## src/rtl/sorting_pkg.sv

```systemverilog
// -----------------------------------------------------------------------------
// sorting_pkg
// Shared definitions for the sorting network and the readers attached to it.
//   NUM_LANES / NETWORK_WIDTH / INDEX_WIDTH / RANK_WIDTH : geometry
//   lane_t   : one network lane (value plus original index)
//   state_t  : reader FSM states
//   latch_count() : maps a requested read count onto 1..NUM_LANES
// -----------------------------------------------------------------------------
package sorting_pkg;

  localparam int NUM_LANES     = 8;
  localparam int NETWORK_WIDTH = 16;
  localparam int INDEX_WIDTH   = $clog2(NUM_LANES);
  localparam int RANK_WIDTH    = $clog2(NUM_LANES) + 1;

  typedef struct packed {
    logic [NETWORK_WIDTH-1:0] value;
    logic [INDEX_WIDTH-1:0]   index;
  } lane_t;

  typedef enum logic {
    IDLE   = 1'b0,
    STREAM = 1'b1
  } state_t;

  // Zero or an over-range request means "the whole frame".
  function automatic logic [RANK_WIDTH-1:0] latch_count(input logic [RANK_WIDTH-1:0] rc);
    logic [RANK_WIDTH-1:0] cnt;
    if (rc == '0 || rc > RANK_WIDTH'(NUM_LANES)) cnt = RANK_WIDTH'(NUM_LANES);
    else                                         cnt = rc;
    return cnt;
  endfunction

endpackage

```

## src/rtl/sorted_lane_serializer_if.sv

```systemverilog
// -----------------------------------------------------------------------------
// sorted_lane_serializer_if
// Frame-in / beat-out bundle for sorted_lane_serializer.
//   slave  : serializer view (accepts frames, emits beats)
//   master : environment view (presents frames, consumes beats)
// Optional signals threshold / frame_dropped exist only when
// SORTED_LANE_SERIALIZER_THRESHOLD_EN is defined.
//
// Handshake: both channels are strict valid/ready. A transfer happens on a
// rising clk edge where valid && ready. The sender keeps valid and its payload
// stable until that edge; valid never depends on ready. in_ready may depend
// combinationally on out_ready (zero-bubble frame turnover).
// -----------------------------------------------------------------------------
interface sorted_lane_serializer_if;
  import sorting_pkg::*;

  logic                               in_valid;
  logic                               in_ready;
  logic [NUM_LANES*NETWORK_WIDTH-1:0] in_values;
  logic [NUM_LANES*INDEX_WIDTH-1:0]   in_indices;
  logic [RANK_WIDTH-1:0]              read_count;
  logic                               read_descending;
  logic                               out_valid;
  logic                               out_ready;
  logic [NETWORK_WIDTH-1:0]           out_value;
  logic [INDEX_WIDTH-1:0]             out_index;
  logic [RANK_WIDTH-1:0]              out_rank;
  logic                               out_last;
`ifdef SORTED_LANE_SERIALIZER_THRESHOLD_EN
  logic [NETWORK_WIDTH-1:0]           threshold;
  logic                               frame_dropped;

  modport slave (
    input  in_valid, in_values, in_indices, read_count, read_descending, out_ready, threshold,
    output in_ready, out_valid, out_value, out_index, out_rank, out_last, frame_dropped
  );
  modport master (
    output in_valid, in_values, in_indices, read_count, read_descending, out_ready, threshold,
    input  in_ready, out_valid, out_value, out_index, out_rank, out_last, frame_dropped
  );
`else
  modport slave (
    input  in_valid, in_values, in_indices, read_count, read_descending, out_ready,
    output in_ready, out_valid, out_value, out_index, out_rank, out_last
  );
  modport master (
    output in_valid, in_values, in_indices, read_count, read_descending, out_ready,
    input  in_ready, out_valid, out_value, out_index, out_rank, out_last
  );
`endif

endinterface

```

## src/rtl/sorted_lane_select.sv

```systemverilog
// -----------------------------------------------------------------------------
// sorted_lane_select
// Combinational lane picker for readers of the sorting network.
//   lanes      : lane array, lane 0 smallest
//   pos        : position in read order
//   descending : 1 = position 0 is the largest lane
//   lane       : selected lane
// -----------------------------------------------------------------------------
module sorted_lane_select
  import sorting_pkg::*;
(
  input  lane_t                  lanes [NUM_LANES],
  input  logic [INDEX_WIDTH-1:0] pos,
  input  logic                   descending,
  output lane_t                  lane
);

  logic [INDEX_WIDTH-1:0] sel;

  always_comb begin
    sel  = descending ? (INDEX_WIDTH'(NUM_LANES - 1) - pos) : pos;
    lane = lanes[sel];
  end

endmodule

```

## src/rtl/sorted_lane_serializer.sv

```systemverilog
// -----------------------------------------------------------------------------
// sorted_lane_serializer
// Captures one sorted frame of NUM_LANES lanes in a single handshake and
// streams the selected top entries out one per beat.
//   clk, rst   : clock, synchronous active-high reset
//   bus        : sorted_lane_serializer_if.slave (frame in, beats out)
//   dbg_state  : current FSM state
// Optional build macro SORTED_LANE_SERIALIZER_THRESHOLD_EN adds a value
// threshold sampled at capture and a one-cycle frame_dropped pulse when no
// lane qualifies.
// -----------------------------------------------------------------------------
module sorted_lane_serializer
  import sorting_pkg::*;
(
  input  logic                     clk,
  input  logic                     rst,
  sorted_lane_serializer_if.slave  bus,
  output state_t                   dbg_state
);

  state_t                 state;
  lane_t                  lanes_q  [NUM_LANES];
  lane_t                  in_lanes [NUM_LANES];
  logic [RANK_WIDTH-1:0]  count_q;
  logic                   desc_q;
  logic [INDEX_WIDTH-1:0] offset_q;   // first lane read in ascending order

  logic                   capture;
  logic                   cap_empty;
  logic [RANK_WIDTH-1:0]  cap_count;
  logic [INDEX_WIDTH-1:0] cap_offset;
  logic [RANK_WIDTH-1:0]  rank_nxt;
  logic [INDEX_WIDTH-1:0] nxt_pos;
  lane_t                  cap_lane;
  lane_t                  nxt_lane;

  assign dbg_state = state;

  always_comb begin
    for (int k = 0; k < NUM_LANES; k++) begin
      in_lanes[k].value = bus.in_values[k*NETWORK_WIDTH +: NETWORK_WIDTH];
      in_lanes[k].index = bus.in_indices[k*INDEX_WIDTH +: INDEX_WIDTH];
    end
  end

  // A new frame is taken either when idle or on the very cycle the last beat
  // leaves, so consecutive frames stream without a gap.
  assign bus.in_ready = !rst && ((state == IDLE) ||
                                 (state == STREAM && bus.out_last && bus.out_ready));
  assign capture  = bus.in_valid && bus.in_ready;
  assign rank_nxt = bus.out_rank + RANK_WIDTH'(1);
  assign nxt_pos  = offset_q + rank_nxt[INDEX_WIDTH-1:0];

`ifdef SORTED_LANE_SERIALIZER_THRESHOLD_EN
  logic [RANK_WIDTH-1:0] qual_count;
  logic [RANK_WIDTH-1:0] base_count;

  // Lanes are sorted, so qualifying lanes are the top qual_count lanes:
  // a prefix when descending, a tail starting at NUM_LANES-qual_count when
  // ascending.
  always_comb begin
    qual_count = '0;
    for (int k = 0; k < NUM_LANES; k++) begin
      if (in_lanes[k].value >= bus.threshold) qual_count = qual_count + RANK_WIDTH'(1);
    end
    base_count = latch_count(bus.read_count);
    cap_count  = (qual_count < base_count) ? qual_count : base_count;
    cap_offset = bus.read_descending ? '0
                                     : INDEX_WIDTH'(RANK_WIDTH'(NUM_LANES) - qual_count);
  end
`else
  always_comb begin
    cap_count  = latch_count(bus.read_count);
    cap_offset = '0;
  end
`endif

  assign cap_empty = (cap_count == '0);

  sorted_lane_select u_cap_sel (
    .lanes      (in_lanes),
    .pos        (cap_offset),
    .descending (bus.read_descending),
    .lane       (cap_lane)
  );

  sorted_lane_select u_nxt_sel (
    .lanes      (lanes_q),
    .pos        (nxt_pos),
    .descending (desc_q),
    .lane       (nxt_lane)
  );

  always_ff @(posedge clk) begin
    if (rst) begin
      state         <= IDLE;
      count_q       <= '0;
      desc_q        <= 1'b0;
      offset_q      <= '0;
      bus.out_valid <= 1'b0;
      bus.out_last  <= 1'b0;
      bus.out_value <= '0;
      bus.out_index <= '0;
      bus.out_rank  <= '0;
      for (int k = 0; k < NUM_LANES; k++) lanes_q[k] <= '0;
`ifdef SORTED_LANE_SERIALIZER_THRESHOLD_EN
      bus.frame_dropped <= 1'b0;
`endif
    end else begin
`ifdef SORTED_LANE_SERIALIZER_THRESHOLD_EN
      bus.frame_dropped <= capture && cap_empty;
`endif
      if (capture) begin
        for (int k = 0; k < NUM_LANES; k++) lanes_q[k] <= in_lanes[k];
        count_q       <= cap_count;
        desc_q        <= bus.read_descending;
        offset_q      <= cap_offset;
        bus.out_rank  <= '0;
        bus.out_value <= cap_lane.value;
        bus.out_index <= cap_lane.index;
        if (cap_empty) begin
          state         <= IDLE;
          bus.out_valid <= 1'b0;
          bus.out_last  <= 1'b0;
        end else begin
          state         <= STREAM;
          bus.out_valid <= 1'b1;
          bus.out_last  <= (cap_count == RANK_WIDTH'(1));
        end
      end else if (state == STREAM && bus.out_ready) begin
        if (bus.out_last) begin
          state         <= IDLE;
          bus.out_valid <= 1'b0;
          bus.out_last  <= 1'b0;
        end else begin
          bus.out_rank  <= rank_nxt;
          bus.out_value <= nxt_lane.value;
          bus.out_index <= nxt_lane.index;
          bus.out_last  <= (rank_nxt == count_q - RANK_WIDTH'(1));
        end
      end
    end
  end

endmodule

```

## src/flat_wrapper.sv

```systemverilog
// flat-port wrapper written by rule: the top's interface ports become plain ports
module sorted_lane_serializer_flat import sorting_pkg::*;
  (clk, rst, dbg_state, bus_in_valid, bus_in_values, bus_in_indices, bus_read_count, bus_read_descending, bus_out_ready, bus_in_ready, bus_out_valid, bus_out_value, bus_out_index, bus_out_rank, bus_out_last);
  sorted_lane_serializer_if bus_i ();
  input  logic clk;
  input  logic rst;
  output state_t dbg_state;
  input wire logic [$bits(bus_i.in_valid)-1:0] bus_in_valid;
  input wire logic [$bits(bus_i.in_values)-1:0] bus_in_values;
  input wire logic [$bits(bus_i.in_indices)-1:0] bus_in_indices;
  input wire logic [$bits(bus_i.read_count)-1:0] bus_read_count;
  input wire logic [$bits(bus_i.read_descending)-1:0] bus_read_descending;
  input wire logic [$bits(bus_i.out_ready)-1:0] bus_out_ready;
  output wire logic [$bits(bus_i.in_ready)-1:0] bus_in_ready;
  output wire logic [$bits(bus_i.out_valid)-1:0] bus_out_valid;
  output wire logic [$bits(bus_i.out_value)-1:0] bus_out_value;
  output wire logic [$bits(bus_i.out_index)-1:0] bus_out_index;
  output wire logic [$bits(bus_i.out_rank)-1:0] bus_out_rank;
  output wire logic [$bits(bus_i.out_last)-1:0] bus_out_last;
  assign bus_i.in_valid = bus_in_valid;
  assign bus_i.in_values = bus_in_values;
  assign bus_i.in_indices = bus_in_indices;
  assign bus_i.read_count = bus_read_count;
  assign bus_i.read_descending = bus_read_descending;
  assign bus_i.out_ready = bus_out_ready;
  assign bus_in_ready = bus_i.in_ready;
  assign bus_out_valid = bus_i.out_valid;
  assign bus_out_value = bus_i.out_value;
  assign bus_out_index = bus_i.out_index;
  assign bus_out_rank = bus_i.out_rank;
  assign bus_out_last = bus_i.out_last;
  sorted_lane_serializer u_core (.clk(clk), .rst(rst), .bus(bus_i), .dbg_state(dbg_state));
endmodule
```

## config.mk

```make
export PLATFORM = sky130hd
export DESIGN_NAME = sorted_lane_serializer_flat
export DESIGN_NICKNAME = d
export VERILOG_FILES = /design/src/rtl/sorting_pkg.sv /design/src/rtl/sorted_lane_serializer_if.sv /design/src/rtl/sorted_lane_select.sv /design/src/rtl/sorted_lane_serializer.sv /design/src/flat_wrapper.sv
export SDC_FILE = /design/constraint.sdc
export NUM_CORES = 1
export LEC_CHECK = 0
export CORE_MARGIN = 3
export CORE_UTILIZATION = 47
export DETAILED_ROUTE_END_ITERATION = 16
export PLACE_DENSITY_LB_ADDON = 0.12
export SYNTH_ARGS = -nofsm -noshare
export SYNTH_HDL_FRONTEND = slang
export SYNTH_SLANG_ARGS = --single-unit
export TNS_END_PERCENT = 20
```

## constraint.sdc

```tcl
create_clock -name clk -period 1.9 [get_ports clk]
set_input_delay 0.19 -clock clk [delete_from_list [all_inputs] [get_ports clk]]
set_output_delay 0.19 -clock clk [all_outputs]
set_load 0.01 [all_outputs]
```

==> summary.txt <==
Power
  – Total Power: 9.46 mW
  – Clk network pwr share: 37.9%
  – Sequential share of power: 45.5%
  – Leak Pwr: 4.36 nW
  – Int Pwr: 7.01 mW
  – Peak supply drop: 0.591 mV
  – Comb pwr share: 16.7%
  – Pwr/cell area: 789 mW/mm²
  – Switching share of power: 25.9%
  – P_sw: 2.45 mW

Worst setup path
  – WS Path Type: flop to flop
  – Crit. End Element: flop
  – CP required: 2.19 ns
  – CP Cell Sequence: ha_4 > buf_6 > buf_12 > mux4_2 > mux2i_2 > o221ai_1
  – Crit path max fanout: 11
  – Worst path slowest cell: mux4_2
  – Max incr delay on CP: 0.51 ns
  – Worst EP arrival: 2.24 ns
  – Crit start category: flop

Drt
  – Post-Route WL: 25400 µm
  – Vias per inst: 5.51
  – Antenna Nets Post-Route: 0
  – Pre-antenna DRT Iters: 5
  – Iteration-0 DRC Markers: 601
  – Total number of vias: 8031
  – DRC viols: 0
  – WL/cell: 17.4 µm

Placement
  – Post-DP HPWL: 18200 µm
  – Post-place instance area: 0.0113 mm²
  – RD Place Congestion: 0.875
  – Post-Place Setup Slack: -0.156 ns
  – Buffers on Ports: 187

Clock network
  – H-tree Lvls: 4
  – CTS tree: done
  – TritonCTS Sinks: 182
  – Clk buf depth: 2
  – CTS clk-pin slew, worst paths: 0.07 ns
  – CTS Hold Bufs: 0
  – Worst skew pair latency: 0.43 ns
  – Root Buffer Master: clkbuf_16
  – Total CTS buffers: 17

Floorplan
  – Die width: 144 µm
  – FP Rows: 49
  – Die Y: 144 µm
  – Top-Level Pins: 188
  – Die ar.: 0.0206 mm²
  – Initial cell density of the core: 48.7%
  – Placeable Area: 0.0183 mm²

Finish
  – Share of cells above drive strength 1: 12.7%
  – Fin nets: 1379
  – Area grow syn2layout: 34.7%
  – Post-layout instance area: 0.0120 mm²
  – Fill count: 1538
  – N_diodes: 0

Global route
  – Remaining Overflow, GRT: 0
  – First-pass GRT wire length: 39900 µm
  – Via count of the first global-routing pass: 7556
  – Initial antenna violation count: 0
  – Largest net degree at the start of global routing: 84
  – GRT Util Overall: 24.2%

Yosys
  – Post-synth cell types: 51
  – Register area share after synthesis: 40.9%
  – Ys flop type: dfxtp_1
  – Synthesized area: 0.00890 mm²
  – Post-synth ARST share: 0%
  – Synth Register Bits: 182
  – Number of synthesized flops with an enable pin: 0
  – Syn_area_per_cell: 8.50 µm²
  – Yosys warns: 0
  – Post-Syn Instances: 1047
  – Syn Nets: 1210

STA
  – Max-Slew Margin vs Limit: 54.7%
  – Worst-margin pin slew: 0.679 ns
  – Final Max Tran Viols: 0
  – RSZ-0062 raised after global routing: yes
  – Final Setup Violations: 9
  – Final period util: 103%
  – Min Tclk post-route: 1.95 ns
  – Final Hold Viols: 0
  – Peak Freq: 512 MHz
  – Setup WS post-layout: -0.0548 ns
  – Final setup skew: 0.00988 ns

Worst hold path
  – Hold Crit Class: input port to flop

Run
  – # Max-Cap Violations: 0

Outcome
  – Outcome: finished, violations left
  – Failing checks: setup timing
## layer usage
metal  global-route usage (%)  vias to the layer above  wire (µm)
met5                        0                        -          0
met4                     7.68                        0        489
met3                     4.33                       30       1590
met2                     36.3                      276      11200
met1                     35.7                     3707      12100
li1                         -                     4018          -
## logic make-up after synthesis
logic type,count (synthesis),share of synthesized area (%)
flip-flops,182,40.9
AND/OR/NAND/NOR,381,17.8
multiplexers,74,13.1
buffers and inverters,100,5.30
XOR/XNOR,12,1.34
adder cells (fa/ha/maj),2,0.281
AO/OA/AOI/OAI,296,21.3
## synthesized netlist by cell type, types with 5 or more instances
cell type    n  area, µm²
a21o_1       5       37.5
dfxtp_1    182       3640
mux4_2      34        766
clkbuf_1    46        173
mux2i_1     40        400
a221oi_1     5       43.8
a31oi_1     17        106
nand3b_1     5       37.5
o21ai_0    159        796
buf_2       34        170
o41ai_2     10        163
buf_4       10       75.1
inv_1        5       18.8
o21ai_1     11       55.1
nor3_1      26        130
o221ai_1    17        149
xnor2_1      7       61.3
nand2_1    318       1190
o21a_1      49        368
nor2_1       6       22.5
## sequential cells by signal (all words and copies together), names as in the netlist
signal                cells
u_core.bus.out_value     16
u_core.bus.out_index      3
u_core.bus.out_last       1
u_core.desc_q             1
u_core.lanes_q          152
u_core.bus.out_valid      1
u_core.count_q            4
u_core.bus.out_rank       4
## repair_timing
action                                  4_1_cts  5_1_grt
buffers inserted                              3        0
endpoints found under the hold margin         0        0
pin swaps                                     7        3
resized for setup                            10        6
endpoints found under the setup margin       18       20
cloned                                        1        0
## path summary, 6_finish.rpt
kind,startpoint,to,slack (ns),depth (start not counted)
max,u_core.bus.out_rank[0],u_core.bus.out_value[12],-0.05,6
min,bus_in_indices[10],u_core.lanes_q[77],0.30,3
max reg2reg,u_core.bus.out_rank[0],u_core.bus.out_value[12],-0.05,6
min reg2reg,u_core.lanes_q[133],u_core.lanes_q[133],0.46,2
## power by group through the flow
stage	clock network, mW	logic [mW]	registers, mW
floorplan	0	0.827	4.29
global route	3.76	1.72	4.32
detailed placement	0	1.53	4.37
CTS	3.62	1.58	4.29
finish	3.58	1.58	4.30
global placement	0	1.51	4.36
## critical path, delay by kind of cell, from the launching register on
| family | cells | cell delay (ns) |
|---|---|---|
| adders and majority gates | 1 | 0.33 |
| AOI/OAI and AO/OA | 1 | 0.14 |
| muxes | 2 | 0.69 |
| buffers and inverters | 2 | 0.30 |
| DFF | 1 | 0.34 |
## through the flow
stage               std cells  hold WS (ns)  utilization [%]  setup TNS, ns
CTS                      1458         0.295             65.5         -0.201
global placement         1422         0.443             61.7         -0.634
global route             1458         0.305             65.6          -1.69
floorplan                1047         0.299                -              0
detailed placement       1422         0.453             61.7          -1.32
finish                   1458         0.305             65.6         -0.219
## cell usage in the layout, fill, tap and decap left out, drive strengths merged, types with 3 or more instances in the layout
cell type / netlist / final
o21a: 49 / 49
clkbuf: 47 / 22
and3b: 3 / 3
a21oi: 4 / 4
dfxtp: 182 / 182
mux2i: 40 / 40
xnor2: 7 / 7
clkinv: 0 / 3
clkdlybuf4s50: 0 / 187
or2: 3 / 3
buf: 47 / 56
xor2: 4 / 4
clkinvlp: 0 / 3
nor3b: 3 / 3
a221oi: 5 / 5
nand2b: 4 / 4
o211ai: 3 / 3
a21o: 5 / 5
o21ai: 170 / 170
mux4: 34 / 34
o41ai: 12 / 12
a221o: 3 / 3
nor2: 7 / 7
o221ai: 17 / 17
nand3b: 5 / 5
o22ai: 4 / 4
nor3: 28 / 28
inv: 6 / 8
a31oi: 17 / 17
nand2: 318 / 318
## final cells by class
type / instances / area (µm²) / share of cell area, %
multi-input combinational: 765 / 4870 / 40.6
sequential: 182 / 3650 / 30.4
timing repair buffer: 244 / 2570 / 21.4
clock buffer: 22 / 474 / 3.96
tap: 229 / 287 / 2.39
clock inverter: 10 / 119 / 0.991
inverter: 6 / 25.0 / 0.209
(Power assumes the default switching activity.)
